`src/rtl/q2_panel_if.sv`:
```
// q2_panel memory bus interface.
// The panel is the master while it owns the bus; memory is the slave.
interface q2_panel_if;
    logic        bus_own;
    logic [11:0] mem_addr;
    logic [11:0] mem_wdata;
    logic        mem_wr;
    logic        mem_rd;
    logic [11:0] mem_rdata;

    modport master (
        output bus_own, mem_addr, mem_wdata, mem_wr, mem_rd,
        input  mem_rdata
    );

    modport slave (
        input  bus_own, mem_addr, mem_wdata, mem_wr, mem_rd,
        output mem_rdata
    );
endinterface

```
`src/rtl/q2_panel.sv`:
```
// q2_panel: front-panel controller for the q2 12-bit machine.
// Conditions six raw buttons into 1-cycle events, runs load/deposit/examine
// cycles while the CPU is halted and hands the bus to the CPU for run/step.
// Build option: define Q2_PANEL_DEBOUNCE_EN to insert a DEBOUNCE_CYCLES
// debouncer between each synchronizer and its edge detector.
module q2_panel #(
    parameter int DEBOUNCE_CYCLES = 1000
) (
    input  logic        clk,
    input  logic        rst,
    input  logic [11:0] i_sw,
    input  logic        i_ld_raw,
    input  logic        i_dep_raw,
    input  logic        i_exam_raw,
    input  logic        i_start_raw,
    input  logic        i_stop_raw,
    input  logic        i_step_raw,
    input  logic        i_cpu_idle,
    input  logic        i_cpu_halt,
    output logic        o_cpu_run,
    output logic [11:0] o_disp_addr,
    output logic [11:0] o_disp_data,
    q2_panel_if.master  bus
);

`ifdef Q2_PANEL_DEBOUNCE_EN
    localparam logic [15:0] DB_LAST = 16'(DEBOUNCE_CYCLES - 1);
`else
    // The parameter has no effect without the debouncer.
    localparam int unused_debounce_cycles = DEBOUNCE_CYCLES;
`endif

    typedef enum logic [3:0] {
        S_HALT, S_WR, S_RD, S_RDCAP, S_HANDOFF, S_RUN, S_STOPW, S_STEP, S_STEPW
    } state_t;

    // Button order: 0 ld, 1 dep, 2 exam, 3 start, 4 stop, 5 step.
    logic [5:0] w_raw;
    logic [5:0] w_ev;

    assign w_raw = {i_step_raw, i_stop_raw, i_start_raw, i_exam_raw, i_dep_raw, i_ld_raw};

    genvar gi;
    generate
        for (gi = 0; gi < 6; gi++) begin : g_btn
            logic [1:0] r_sync;
            logic       w_level;
            logic       r_level_d;
            logic       r_ev;

            // Two-flop synchronizer for the asynchronous button.
            always_ff @(posedge clk or posedge rst) begin
                if (rst) r_sync <= 2'b00;
                else     r_sync <= {r_sync[0], w_raw[gi]};
            end

`ifdef Q2_PANEL_DEBOUNCE_EN
            logic [15:0] r_cnt;
            logic        r_level;

            // Accept a new level only after DEBOUNCE_CYCLES consecutive differing samples.
            always_ff @(posedge clk or posedge rst) begin
                if (rst) begin
                    r_cnt   <= 16'd0;
                    r_level <= 1'b0;
                end else if (r_sync[1] == r_level) begin
                    r_cnt <= 16'd0;
                end else if (r_cnt == DB_LAST) begin
                    r_level <= r_sync[1];
                    r_cnt   <= 16'd0;
                end else begin
                    r_cnt <= r_cnt + 16'd1;
                end
            end

            assign w_level = r_level;
`else
            assign w_level = r_sync[1];
`endif

            // Registered rising-edge detector producing the 1-cycle event.
            always_ff @(posedge clk or posedge rst) begin
                if (rst) begin
                    r_level_d <= 1'b0;
                    r_ev      <= 1'b0;
                end else begin
                    r_level_d <= w_level;
                    r_ev      <= w_level & ~r_level_d;
                end
            end

            assign w_ev[gi] = r_ev;
        end
    endgenerate

    logic w_ld_ev, w_dep_ev, w_exam_ev, w_start_ev, w_stop_ev, w_step_ev;
    assign w_ld_ev    = w_ev[0];
    assign w_dep_ev   = w_ev[1];
    assign w_exam_ev  = w_ev[2];
    assign w_start_ev = w_ev[3];
    assign w_stop_ev  = w_ev[4];
    assign w_step_ev  = w_ev[5];

    state_t      r_state;
    logic        r_step_sel;   // HANDOFF leads to STEP rather than RUN
    logic [11:0] r_addr;
    logic [11:0] r_disp_data;
    logic [11:0] r_wdata;
    logic        r_cpu_run;
    logic        r_bus_own;
    logic        r_mem_wr;
    logic        r_mem_rd;

    // Panel FSM with registered outputs; bus_own only rises one cycle after
    // cpu_run falls because HALT re-asserts it on its own first clock.
    always_ff @(posedge clk or posedge rst) begin
        if (rst) begin
            r_state     <= S_HALT;
            r_step_sel  <= 1'b0;
            r_addr      <= 12'h000;
            r_disp_data <= 12'h000;
            r_wdata     <= 12'h000;
            r_cpu_run   <= 1'b0;
            r_bus_own   <= 1'b1;
            r_mem_wr    <= 1'b0;
            r_mem_rd    <= 1'b0;
        end else begin
            r_mem_wr <= 1'b0;
            r_mem_rd <= 1'b0;
            case (r_state)
                S_HALT: begin
                    r_bus_own <= 1'b1;
                    r_cpu_run <= 1'b0;
                    if (w_start_ev) begin
                        r_state    <= S_HANDOFF;
                        r_step_sel <= 1'b0;
                        r_bus_own  <= 1'b0;
                    end else if (w_step_ev) begin
                        r_state    <= S_HANDOFF;
                        r_step_sel <= 1'b1;
                        r_bus_own  <= 1'b0;
                    end else if (w_ld_ev) begin
                        r_addr <= i_sw;
                    end else if (w_dep_ev) begin
                        r_state     <= S_WR;
                        r_mem_wr    <= 1'b1;
                        r_wdata     <= i_sw;
                        r_disp_data <= i_sw;
                    end else if (w_exam_ev) begin
                        r_state  <= S_RD;
                        r_mem_rd <= 1'b1;
                    end
                end
                S_WR: begin
                    r_addr  <= r_addr + 12'd1;
                    r_state <= S_HALT;
                end
                S_RD: begin
                    r_state <= S_RDCAP;
                end
                S_RDCAP: begin
                    r_disp_data <= bus.mem_rdata;
                    r_addr      <= r_addr + 12'd1;
                    r_state     <= S_HALT;
                end
                S_HANDOFF: begin
                    r_cpu_run <= 1'b1;
                    r_state   <= r_step_sel ? S_STEP : S_RUN;
                end
                S_RUN: begin
                    if (i_cpu_halt) begin
                        r_cpu_run <= 1'b0;
                        r_state   <= S_HALT;
                    end else if (w_stop_ev) begin
                        r_state <= S_STOPW;
                    end
                end
                S_STOPW, S_STEPW: begin
                    if (i_cpu_idle) begin
                        r_cpu_run <= 1'b0;
                        r_state   <= S_HALT;
                    end
                end
                S_STEP: begin
                    r_state <= S_STEPW;
                end
                default: begin
                    r_cpu_run <= 1'b0;
                    r_state   <= S_HALT;
                end
            endcase
        end
    end

    assign o_cpu_run     = r_cpu_run;
    assign o_disp_addr   = r_addr;
    assign o_disp_data   = r_disp_data;
    assign bus.bus_own   = r_bus_own;
    assign bus.mem_addr  = r_addr;
    assign bus.mem_wdata = r_wdata;
    assign bus.mem_wr    = r_mem_wr;
    assign bus.mem_rd    = r_mem_rd;

endmodule

```
`src/flat_wrapper.sv`:
```
// flat-port wrapper written by rule: the top's interface ports become plain ports
module q2_panel_flat 
#(
    parameter int DEBOUNCE_CYCLES = 1000
)
  (clk, rst, i_sw, i_ld_raw, i_dep_raw, i_exam_raw, i_start_raw, i_stop_raw, i_step_raw, i_cpu_idle, i_cpu_halt, o_cpu_run, o_disp_addr, o_disp_data, bus_bus_own, bus_mem_addr, bus_mem_wdata, bus_mem_wr, bus_mem_rd, bus_mem_rdata);
  q2_panel_if bus_i ();
  input  logic clk;
  input  logic rst;
  input  logic [11:0] i_sw;
  input  logic i_ld_raw;
  input  logic i_dep_raw;
  input  logic i_exam_raw;
  input  logic i_start_raw;
  input  logic i_stop_raw;
  input  logic i_step_raw;
  input  logic i_cpu_idle;
  input  logic i_cpu_halt;
  output logic o_cpu_run;
  output logic [11:0] o_disp_addr;
  output logic [11:0] o_disp_data;
  output wire logic [$bits(bus_i.bus_own)-1:0] bus_bus_own;
  output wire logic [$bits(bus_i.mem_addr)-1:0] bus_mem_addr;
  output wire logic [$bits(bus_i.mem_wdata)-1:0] bus_mem_wdata;
  output wire logic [$bits(bus_i.mem_wr)-1:0] bus_mem_wr;
  output wire logic [$bits(bus_i.mem_rd)-1:0] bus_mem_rd;
  input wire logic [$bits(bus_i.mem_rdata)-1:0] bus_mem_rdata;
  assign bus_bus_own = bus_i.bus_own;
  assign bus_mem_addr = bus_i.mem_addr;
  assign bus_mem_wdata = bus_i.mem_wdata;
  assign bus_mem_wr = bus_i.mem_wr;
  assign bus_mem_rd = bus_i.mem_rd;
  assign bus_i.mem_rdata = bus_mem_rdata;
  q2_panel #(.DEBOUNCE_CYCLES(DEBOUNCE_CYCLES)) u_core (.clk(clk), .rst(rst), .i_sw(i_sw), .i_ld_raw(i_ld_raw), .i_dep_raw(i_dep_raw), .i_exam_raw(i_exam_raw), .i_start_raw(i_start_raw), .i_stop_raw(i_stop_raw), .i_step_raw(i_step_raw), .i_cpu_idle(i_cpu_idle), .i_cpu_halt(i_cpu_halt), .o_cpu_run(o_cpu_run), .o_disp_addr(o_disp_addr), .o_disp_data(o_disp_data), .bus(bus_i));
endmodule
```
`config.mk`:
```
export PLATFORM = sky130hd
export DESIGN_NAME = q2_panel_flat
export DESIGN_NICKNAME = d
export VERILOG_FILES = /design/src/rtl/q2_panel_if.sv /design/src/rtl/q2_panel.sv /design/src/flat_wrapper.sv
export SDC_FILE = /design/constraint.sdc
export NUM_CORES = 1
export LEC_CHECK = 0
export BUFFER_PORTS_ARGS = -buffer_cell sky130_fd_sc_hd__buf_4
export CORE_MARGIN = 4
export CORE_UTILIZATION = 40
export DETAILED_ROUTE_END_ITERATION = 8
export PLACE_DENSITY = 0.7
export SLEW_MARGIN = 20
export SYNTH_ARGS = -nofsm -noshare
export SYNTH_HDL_FRONTEND = slang
export SYNTH_SLANG_ARGS = --single-unit
```
`constraint.sdc`:
```
create_clock -name clk -period 3 [get_ports clk]
set_clock_uncertainty 0.15 [all_clocks]
set_input_delay 0.45 -clock clk [delete_from_list [all_inputs] [get_ports clk]]
set_output_delay 0.45 -clock clk [all_outputs]
set_load 0.1 [all_outputs]
```
==> summary.md, run 1 <==
| Metric | Value |
|---|---|
| Total CTS buffers | `9` |
| Total congestion overflow after global routing | `0` |
| Number of enable-type register cells in the synthesized netlist | `0` |
| Clk_lat worst skew | `340 ps` |
| Routability cong. | `0.824` |
| Post-CTS Hold Fix Bufs | `0` |
| Arithmetic-cell share of the synthesized area counting full adders, half adders and majority gates | `0.418%` |
| Number of warning messages in the yosys log | `0` |
| Post-CTS Resized | `0` |
| Post-Synthesis Mean Instance Area | `11.8 µm²` |
| Dominant combinational cell family by area after synthesis | `compound AO/OA/AOI/OAI gates` |
| Setup Buffers After CTS | `0` |
| Endpoints failing hold | `0` |
| Via count of the first global-routing pass | `2131` |
| Kind of end point of the critical path | `flop` |
| Kind of start point of the critical path | `flop` |
| Iteration-0 DRC Markers | `112` |
| CTS Buffer Depth | `2` |
| Relative slew slack | `55.8%` |
| Final total negative setup slack | `0 ps` |
| Worst setup timing slack at the placement stage | `693 ps` |
| Mapped Nets | `289` |
| Nets@finish | `366` |
| Final slew viol count | `0` |
| Total of endpoints with negative setup slack in the final report | `0` |
| Top_reg_cell synth | `sky130_fd_sc_hd__dfrtp_1` |
| Area occupied by registers | `1730 µm²` |
| Critical-path maximum fanout | `25` |
| Router iterations before antenna repair | `4` |
| Number of instances in the synthesized netlist | `254` |
| Count of state elements after synthesis | `69` |
| Xor/xnor share of the synthesized area | `0%` |
| Number of nets still failing antenna checks after routing | `0` |
| Routed Wire Length | `6420 µm` |
| WP data arrival | `2380 ps` |
| Share of synthesized cell area in and, or, nand and nor gates | `14.4%` |
| Area enclosed by the die boundary | `8940 µm²` |
| Sequential area share after synthesis | `57.7%` |
| Mux cell area share after synthesis | `6.56%` |
| Filler Cell Count | `654` |
| Clock root cell | `sky130_fd_sc_hd__clkbuf_8` |
| Clock period minus final worst setup slack | `2300 ps` |
| Total routing resource utilization after global routing | `15.1%` |
| Ant. Diodes | `0` |
| Die Span X | `94.6 µm` |
| Avg WL per Cell | `14.8 µm` |
| Number of levels in the clock H-tree | `3` |
| Height of the die | `94.6 µm` |
| Count of clock tree sinks | `69` |
| TritonCTS clock tree | `yes` |
| Final cycle utilization of the critical path | `76.5%` |
| Fraction of layout cells with a size suffix above 1 | `37.8%` |
| Area of the multi-input gates | `1090 µm²` |
| Required arrival time at the worst endpoint | `3080 ps` |
| Post-synth cell types | `51` |
| P&R area growth vs syn | `27.8%` |
| Antenna violations before repair | `0` |
| Fmax | `436 MHz` |
| Cell row count | `31` |
| Register-to-Register Setup Slack | `700 ps` |
| RSZ-0062 raised after global routing | `no` |
| Largest net degree at the start of global routing | `39` |
| Starting utilization of the core area | `41.3%` |
| Area of the core | `7250 µm²` |
| Share of the synthesized area in compound gates (AO/OA/AOI/OAI) | `15.1%` |
| Vias | `2205` |
| Fraction of registers with async set/reset | `100%` |
| Clk pin slew, worst setup/hold paths | `80 ps` |
| Worst path setup slack after routing | `704 ps` |
| IO Port Bufs | `85` |
| Number of top-level pins | `86` |
| Global-route wire length before repair | `10400 µm` |
| Path type of the worst setup path | `flop to flop` |
| Max-cap check violation count | `0` |
| Placed wire-length estimate after detailed placement | `4690 µm` |
| Vias per std cell | `5.07` |
| Number of design rule violations left after detail routing | `0` |
| Outcome | `completed` |
| Area of the mapped netlist | `3000 µm²` |
| Kind of path behind the tightest hold check | `input port to asynchronous set/reset pin` |
| Fin Hold WS | `54.9 ps` |
| Slew @ Worst Pin | `662 ps` |
==> state kept, by name, indices dropped and copies added (netlist names) <==
signal	cells
u_core.o_disp_data	12
u_core.r_step_sel	1
u_core.bus.mem_wdata	12
u_core.bus.mem_addr	12
u_core.g_btn.r_ev	6
u_core.o_cpu_run	1
u_core.bus.mem_wr	1
u_core.r_state	4
u_core.g_btn.r_sync	12
u_core.bus.mem_rd	1
u_core.bus.bus_own	1
u_core.g_btn.r_level_d	6
==> cell usage after synthesis, types with 2 or more instances <==
library cell	number	area share, %
sky130_fd_sc_hd__buf_2	6	1.0
sky130_fd_sc_hd__nand2b_1	3	0.63
sky130_fd_sc_hd__a21o_1	8	2.0
sky130_fd_sc_hd__mux2_2	13	4.9
sky130_fd_sc_hd__and3b_1	2	0.58
sky130_fd_sc_hd__nor3b_1	2	0.50
sky130_fd_sc_hd__inv_1	7	0.88
sky130_fd_sc_hd__o21ai_0	9	1.5
sky130_fd_sc_hd__a211oi_1	3	0.75
sky130_fd_sc_hd__nor4_4	2	1.4
sky130_fd_sc_hd__mux2i_1	5	1.7
sky130_fd_sc_hd__dfrtp_1	68	57
sky130_fd_sc_hd__a31oi_1	5	1.0
sky130_fd_sc_hd__nand2_1	19	2.4
sky130_fd_sc_hd__a211o_1	2	0.58
sky130_fd_sc_hd__o221a_2	2	0.75
sky130_fd_sc_hd__nor2b_1	8	1.7
sky130_fd_sc_hd__and3_1	2	0.42
sky130_fd_sc_hd__a21oi_1	6	1.0
sky130_fd_sc_hd__a311oi_1	3	0.88
sky130_fd_sc_hd__o21ai_1	4	0.67
sky130_fd_sc_hd__o211ai_1	3	0.75
sky130_fd_sc_hd__o22ai_1	2	0.42
sky130_fd_sc_hd__buf_4	13	3.3
sky130_fd_sc_hd__a22o_1	8	2.3
sky130_fd_sc_hd__nand3_1	8	1.3
sky130_fd_sc_hd__clkbuf_1	3	0.38
sky130_fd_sc_hd__nor2_1	14	1.8
sky130_fd_sc_hd__and4_1	2	0.58
==> critical path, stage by stage, from the launching register on <==
cell and delay (ps):
sky130_fd_sc_hd__dfrtp_1 550, sky130_fd_sc_hd__nor4_4 490, sky130_fd_sc_hd__and4b_1 250, sky130_fd_sc_hd__buf_4 310
sky130_fd_sc_hd__nor2_1 210, sky130_fd_sc_hd__a21o_1 220
==> worst paths after layout <==
kind,to,start,cells past startpoint
max,u_core.o_disp_data[4]$_DFFE_PP0P_,u_core.r_state[3]$_DFFE_PP0P_,5
min,u_core.r_state[3]$_DFFE_PP0P_,rst,2
max reg2reg,u_core.o_disp_data[4]$_DFFE_PP0P_,u_core.r_state[3]$_DFFE_PP0P_,5
min reg2reg,u_core.g_btn[5].r_sync[1]$_DFF_PP0_,u_core.g_btn[5].r_sync[0]$_DFF_PP0_,0
max in group asynchronous,u_core.bus.bus_own$_DFFE_PP1N_,rst,3
min in group clk,u_core.g_btn[2].r_sync[0]$_DFF_PP0_,i_exam_raw,1
==> through the flow <==
| step | instances | util [%] | instance area (µm²) |
|---|---|---|---|
| floorplan | 254 | - | 3000 |
| global placement | 419 | 50.3 | 3650 |
| detailed placement | 419 | 50.3 | 3650 |
| CTS | 435 | 52.8 | 3830 |
| global route | 435 | 52.8 | 3830 |
| finish | 435 | 52.8 | 3830 |
==> cells by family (layout without fill, tap and decap cells) <==
kind of cell / count (synthesis) / count (layout)
and+or+nand+nor: 73 / 73
AOI/OAI and AO/OA: 63 / 63
adders and majority gates: 1 / 1
buffers and inverters: 30 / 112
DFF: 69 / 69
muxes: 18 / 18
==> area by class of cell <==
type / count / share of cell area [%]
Sequential cell: 69 / 45.1
Clock inverter: 5 / 0.948
Clock buffer: 11 / 3.69
Inverter: 7 / 0.686
Timing Repair Buffer: 89 / 17.8
Tap cell: 99 / 3.24
Multi-Input combinational cell: 155 / 28.5
==> layout by cell type, fill, tap and decap left out, drive strengths merged, types with 7 or more instances in the layout <==
| master | n |
|---|---|
| nor2b | 8 |
| clkbuf | 11 |
| inv | 7 |
| dfrtp | 68 |
| nand3 | 8 |
| nand2 | 19 |
| nor2 | 14 |
| mux2 | 13 |
| a22o | 8 |
| o21ai | 13 |
| buf | 89 |
| a21o | 8 |
==> routing by layer <==
layer	up-vias	part of all wire (%)	GRT usage, %
met5	-	0	0
met4	0	1.0	4.33
met3	5	7.3	4.54
met2	75	48	23.6
met1	1059	43	20.3
li1	1066	-	-
Power of run 1 is left out: the tool's default activity adds up to more than one toggle a clock period on the data nets, which glitch-free logic cannot reach.
==> run 2: changes to the inputs <==
==> constraint.sdc (replaced) <==
create_clock -name clk -period 2.3 [get_ports clk]
set_clock_uncertainty 0.15 [all_clocks]
set_input_delay 0.345 -clock clk [delete_from_list [all_inputs] [get_ports clk]]
set_output_delay 0.345 -clock clk [all_outputs]
set_load 0.1 [all_outputs]
==> summary.md, run 2 (same netlist as run 1, synthesis figures left out) <==
| Metric | Value |
|---|---|
| RSZ-0062 raised after global routing | `no` |
| Clk_lat worst skew | `340 ps (about the same)` |
| P&R area growth vs syn | `34.0%` |
| Clk pin slew, worst setup/hold paths | `80 ps (about the same)` |
| Count of clock tree sinks | `69 (unchanged)` |
| Relative slew slack | `63.1% (+7.2 points)` |
| Routed Wire Length | `6660 µm (+3.7%)` |
| Required arrival time at the worst endpoint | `2380 ps (-700 ps)` |
| Final total negative setup slack | `0 ps (unchanged)` |
| CTS Buffer Depth | `2 (unchanged)` |
| Iteration-0 DRC Markers | `84 (-25%)` |
| Most frequent cells in the layout | `sky130_fd_sc_hd__buf_4, sky130_fd_sc_hd__dfrtp_1, sky130_fd_sc_hd__nand2_1, sky130_fd_sc_hd__nor2_1, sky130_fd_sc_hd__mux2_2` |
| Total of endpoints with negative setup slack in the final report | `0 (unchanged)` |
| Starting utilization of the core area | `41.3% (unchanged)` |
| Cell row count | `31 (unchanged)` |
| IO Port Bufs | `85 (unchanged)` |
| Fraction of layout cells with a size suffix above 1 | `39.2% (+1.4 points)` |
| Largest net degree at the start of global routing | `53 (+36%)` |
| Final cycle utilization of the critical path | `92.5% (+16 points)` |
| Max-cap check violation count | `0 (unchanged)` |
| Die Span X | `94.6 µm (unchanged)` |
| Placed Cells | `428 (+2.1%)` |
| Via count of the first global-routing pass | `2210 (+3.7%)` |
| Kind of path behind the tightest hold check | `input port to flop` |
| Path type of the worst setup path | `flop to flop` |
| Routability cong. | `0.846 (+2.7%)` |
| Fmax | `470 MHz (+7.9%)` |
| Number of nets still failing antenna checks after routing | `0 (unchanged)` |
| Worst setup timing slack at the placement stage | `184 ps (-509 ps)` |
| Avg WL per Cell | `14.8 µm (about the same)` |
| R2r startpoint | `u_core.r_state[3]$_DFFE_PP0P_` |
| Number of levels in the clock H-tree | `3 (unchanged)` |
| Worst setup path startpoint | `u_core.r_state[3]$_DFFE_PP0P_` |
| Router iterations before antenna repair | `4 (unchanged)` |
| Number of top-level pins | `86 (unchanged)` |
| TritonCTS clock tree | `yes` |
| Register-to-Register Setup Slack | `170 ps (-530 ps)` |
| Placed wire-length estimate after detailed placement | `4900 µm (+4.5%)` |
| Total CTS buffers | `9 (unchanged)` |
| Height of the die | `94.6 µm (unchanged)` |
| Capturing point of the worst reg2reg path | `u_core.r_state[1]$_DFFE_PP0P_` |
| Outcome | `completed` |
| Antenna violations before repair | `0 (unchanged)` |
| Vias per std cell | `5.08 (+0.13%)` |
| Total routing resource utilization after global routing | `15.4% (+0.28 points)` |
| Total congestion overflow after global routing | `0 (unchanged)` |
| Reg2Reg Depth | `4 (-1)` |
| Ant. Diodes | `0 (unchanged)` |
| Area enclosed by the die boundary | `8940 µm² (unchanged)` |
| Area of the core | `7250 µm² (unchanged)` |
| Final slew viol count | `0 (unchanged)` |
| Kind of start point of the critical path | `flop` |
| Leading cell type in the layout, fill and taps excluded | `sky130_fd_sc_hd__buf_4` |
| CP Capture Point | `u_core.r_state[1]$_DFFE_PP0P_` |
| Vias | `2289 (+3.8%)` |
| Number of design rule violations left after detail routing | `0 (unchanged)` |
| WP data arrival | `2210 ps (-170 ps)` |
| Slew @ Worst Pin | `552 ps (-110 ps)` |
| Layout Utilization | `55.4% (+2.6 points)` |
| Clock root cell | `sky130_fd_sc_hd__clkbuf_8` |
| Post-CTS Resized | `0 (unchanged)` |
| Filler Cell Count | `642 (-1.8%)` |
| Number of non-filler instances in the completed layout | `451 (+3.7%)` |
| Endpoints failing hold | `0 (unchanged)` |
| Kind of end point of the critical path | `flop` |
| Critical-path maximum fanout | `10 (-60%)` |
| Global-route wire length before repair | `10700 µm (+2.4%)` |
| Worst path setup slack after routing | `172 ps (-532 ps)` |
| Clock period minus final worst setup slack | `2130 ps (-168 ps)` |
| Nets@finish | `382 (+4.4%)` |
[run 2: area by class of cell]
| cell class | instances | area, µm² | area share [%] |
|---|---|---|---|
| inverters | 7 | 30.0 | 0.748 |
| clock buffers | 9 | 124 | 3.08 |
| repair buffers | 105 | 818 | 20.4 |
| multi-input cells | 155 | 1090 | 27.2 |
| clock inverters | 7 | 98.8 | 2.46 |
| well taps | 99 | 124 | 3.08 |
| flip-flops and latches | 69 | 1730 | 43.1 |
[run 2: timing repair]
action / 4_1_cts / 5_1_grt
endpoints found under the hold margin: 23 / 0
hold buffers: 7 / 0
buffers inserted: 0 / 0
[run 2: layer usage]
| layer | track usage, % | vias up | wire, µm |
|---|---|---|---|
| li1 | - | 1095 | - |
| met1 | 20.2 | 1119 | 2860 |
| met2 | 24.3 | 69 | 3300 |
| met3 | 4.62 | 6 | 428 |
| met4 | 5.05 | 0 | 72 |
| met5 | 0 | - | 0 |
[run 2: critical path, stage by stage (launching register included)]
cell and delay, ps:
sky130_fd_sc_hd__dfrtp_1 510, sky130_fd_sc_hd__nor2b_1 200, sky130_fd_sc_hd__or4b_2 630, sky130_fd_sc_hd__o211ai_1 170, sky130_fd_sc_hd__mux2_2 370
[run 2: through the flow]
stage	area [µm²]	hold WS (ps)
CTS	4020	47.2
global route	4020	51.8
detailed placement	3720	185
finish	4020	58.5
global placement	3720	184
floorplan	3000	181
[run 2: how the worst min path moves through the flow]
stage / start / endpoint / slack, ps / cells after the start
finish: bus_mem_rdata[0] / u_core.o_disp_data[0]$_DFFE_PP0P_ / 60 / 3
detailed placement: u_core.g_btn[5].r_sync[0]$_DFF_PP0_ / u_core.g_btn[5].r_sync[1]$_DFF_PP0_ / 180 / 0
global route: bus_mem_rdata[0] / u_core.o_disp_data[0]$_DFFE_PP0P_ / 50 / 3
global placement: u_core.g_btn[5].r_sync[0]$_DFF_PP0_ / u_core.g_btn[5].r_sync[1]$_DFF_PP0_ / 180 / 0
CTS: bus_mem_rdata[0] / u_core.o_disp_data[0]$_DFFE_PP0P_ / 50 / 3
floorplan: u_core.g_btn[0].r_sync[0]$_DFF_PP0_ / u_core.g_btn[0].r_sync[1]$_DFF_PP0_ / 180 / 0
Power of run 2 is left out for the same reason.
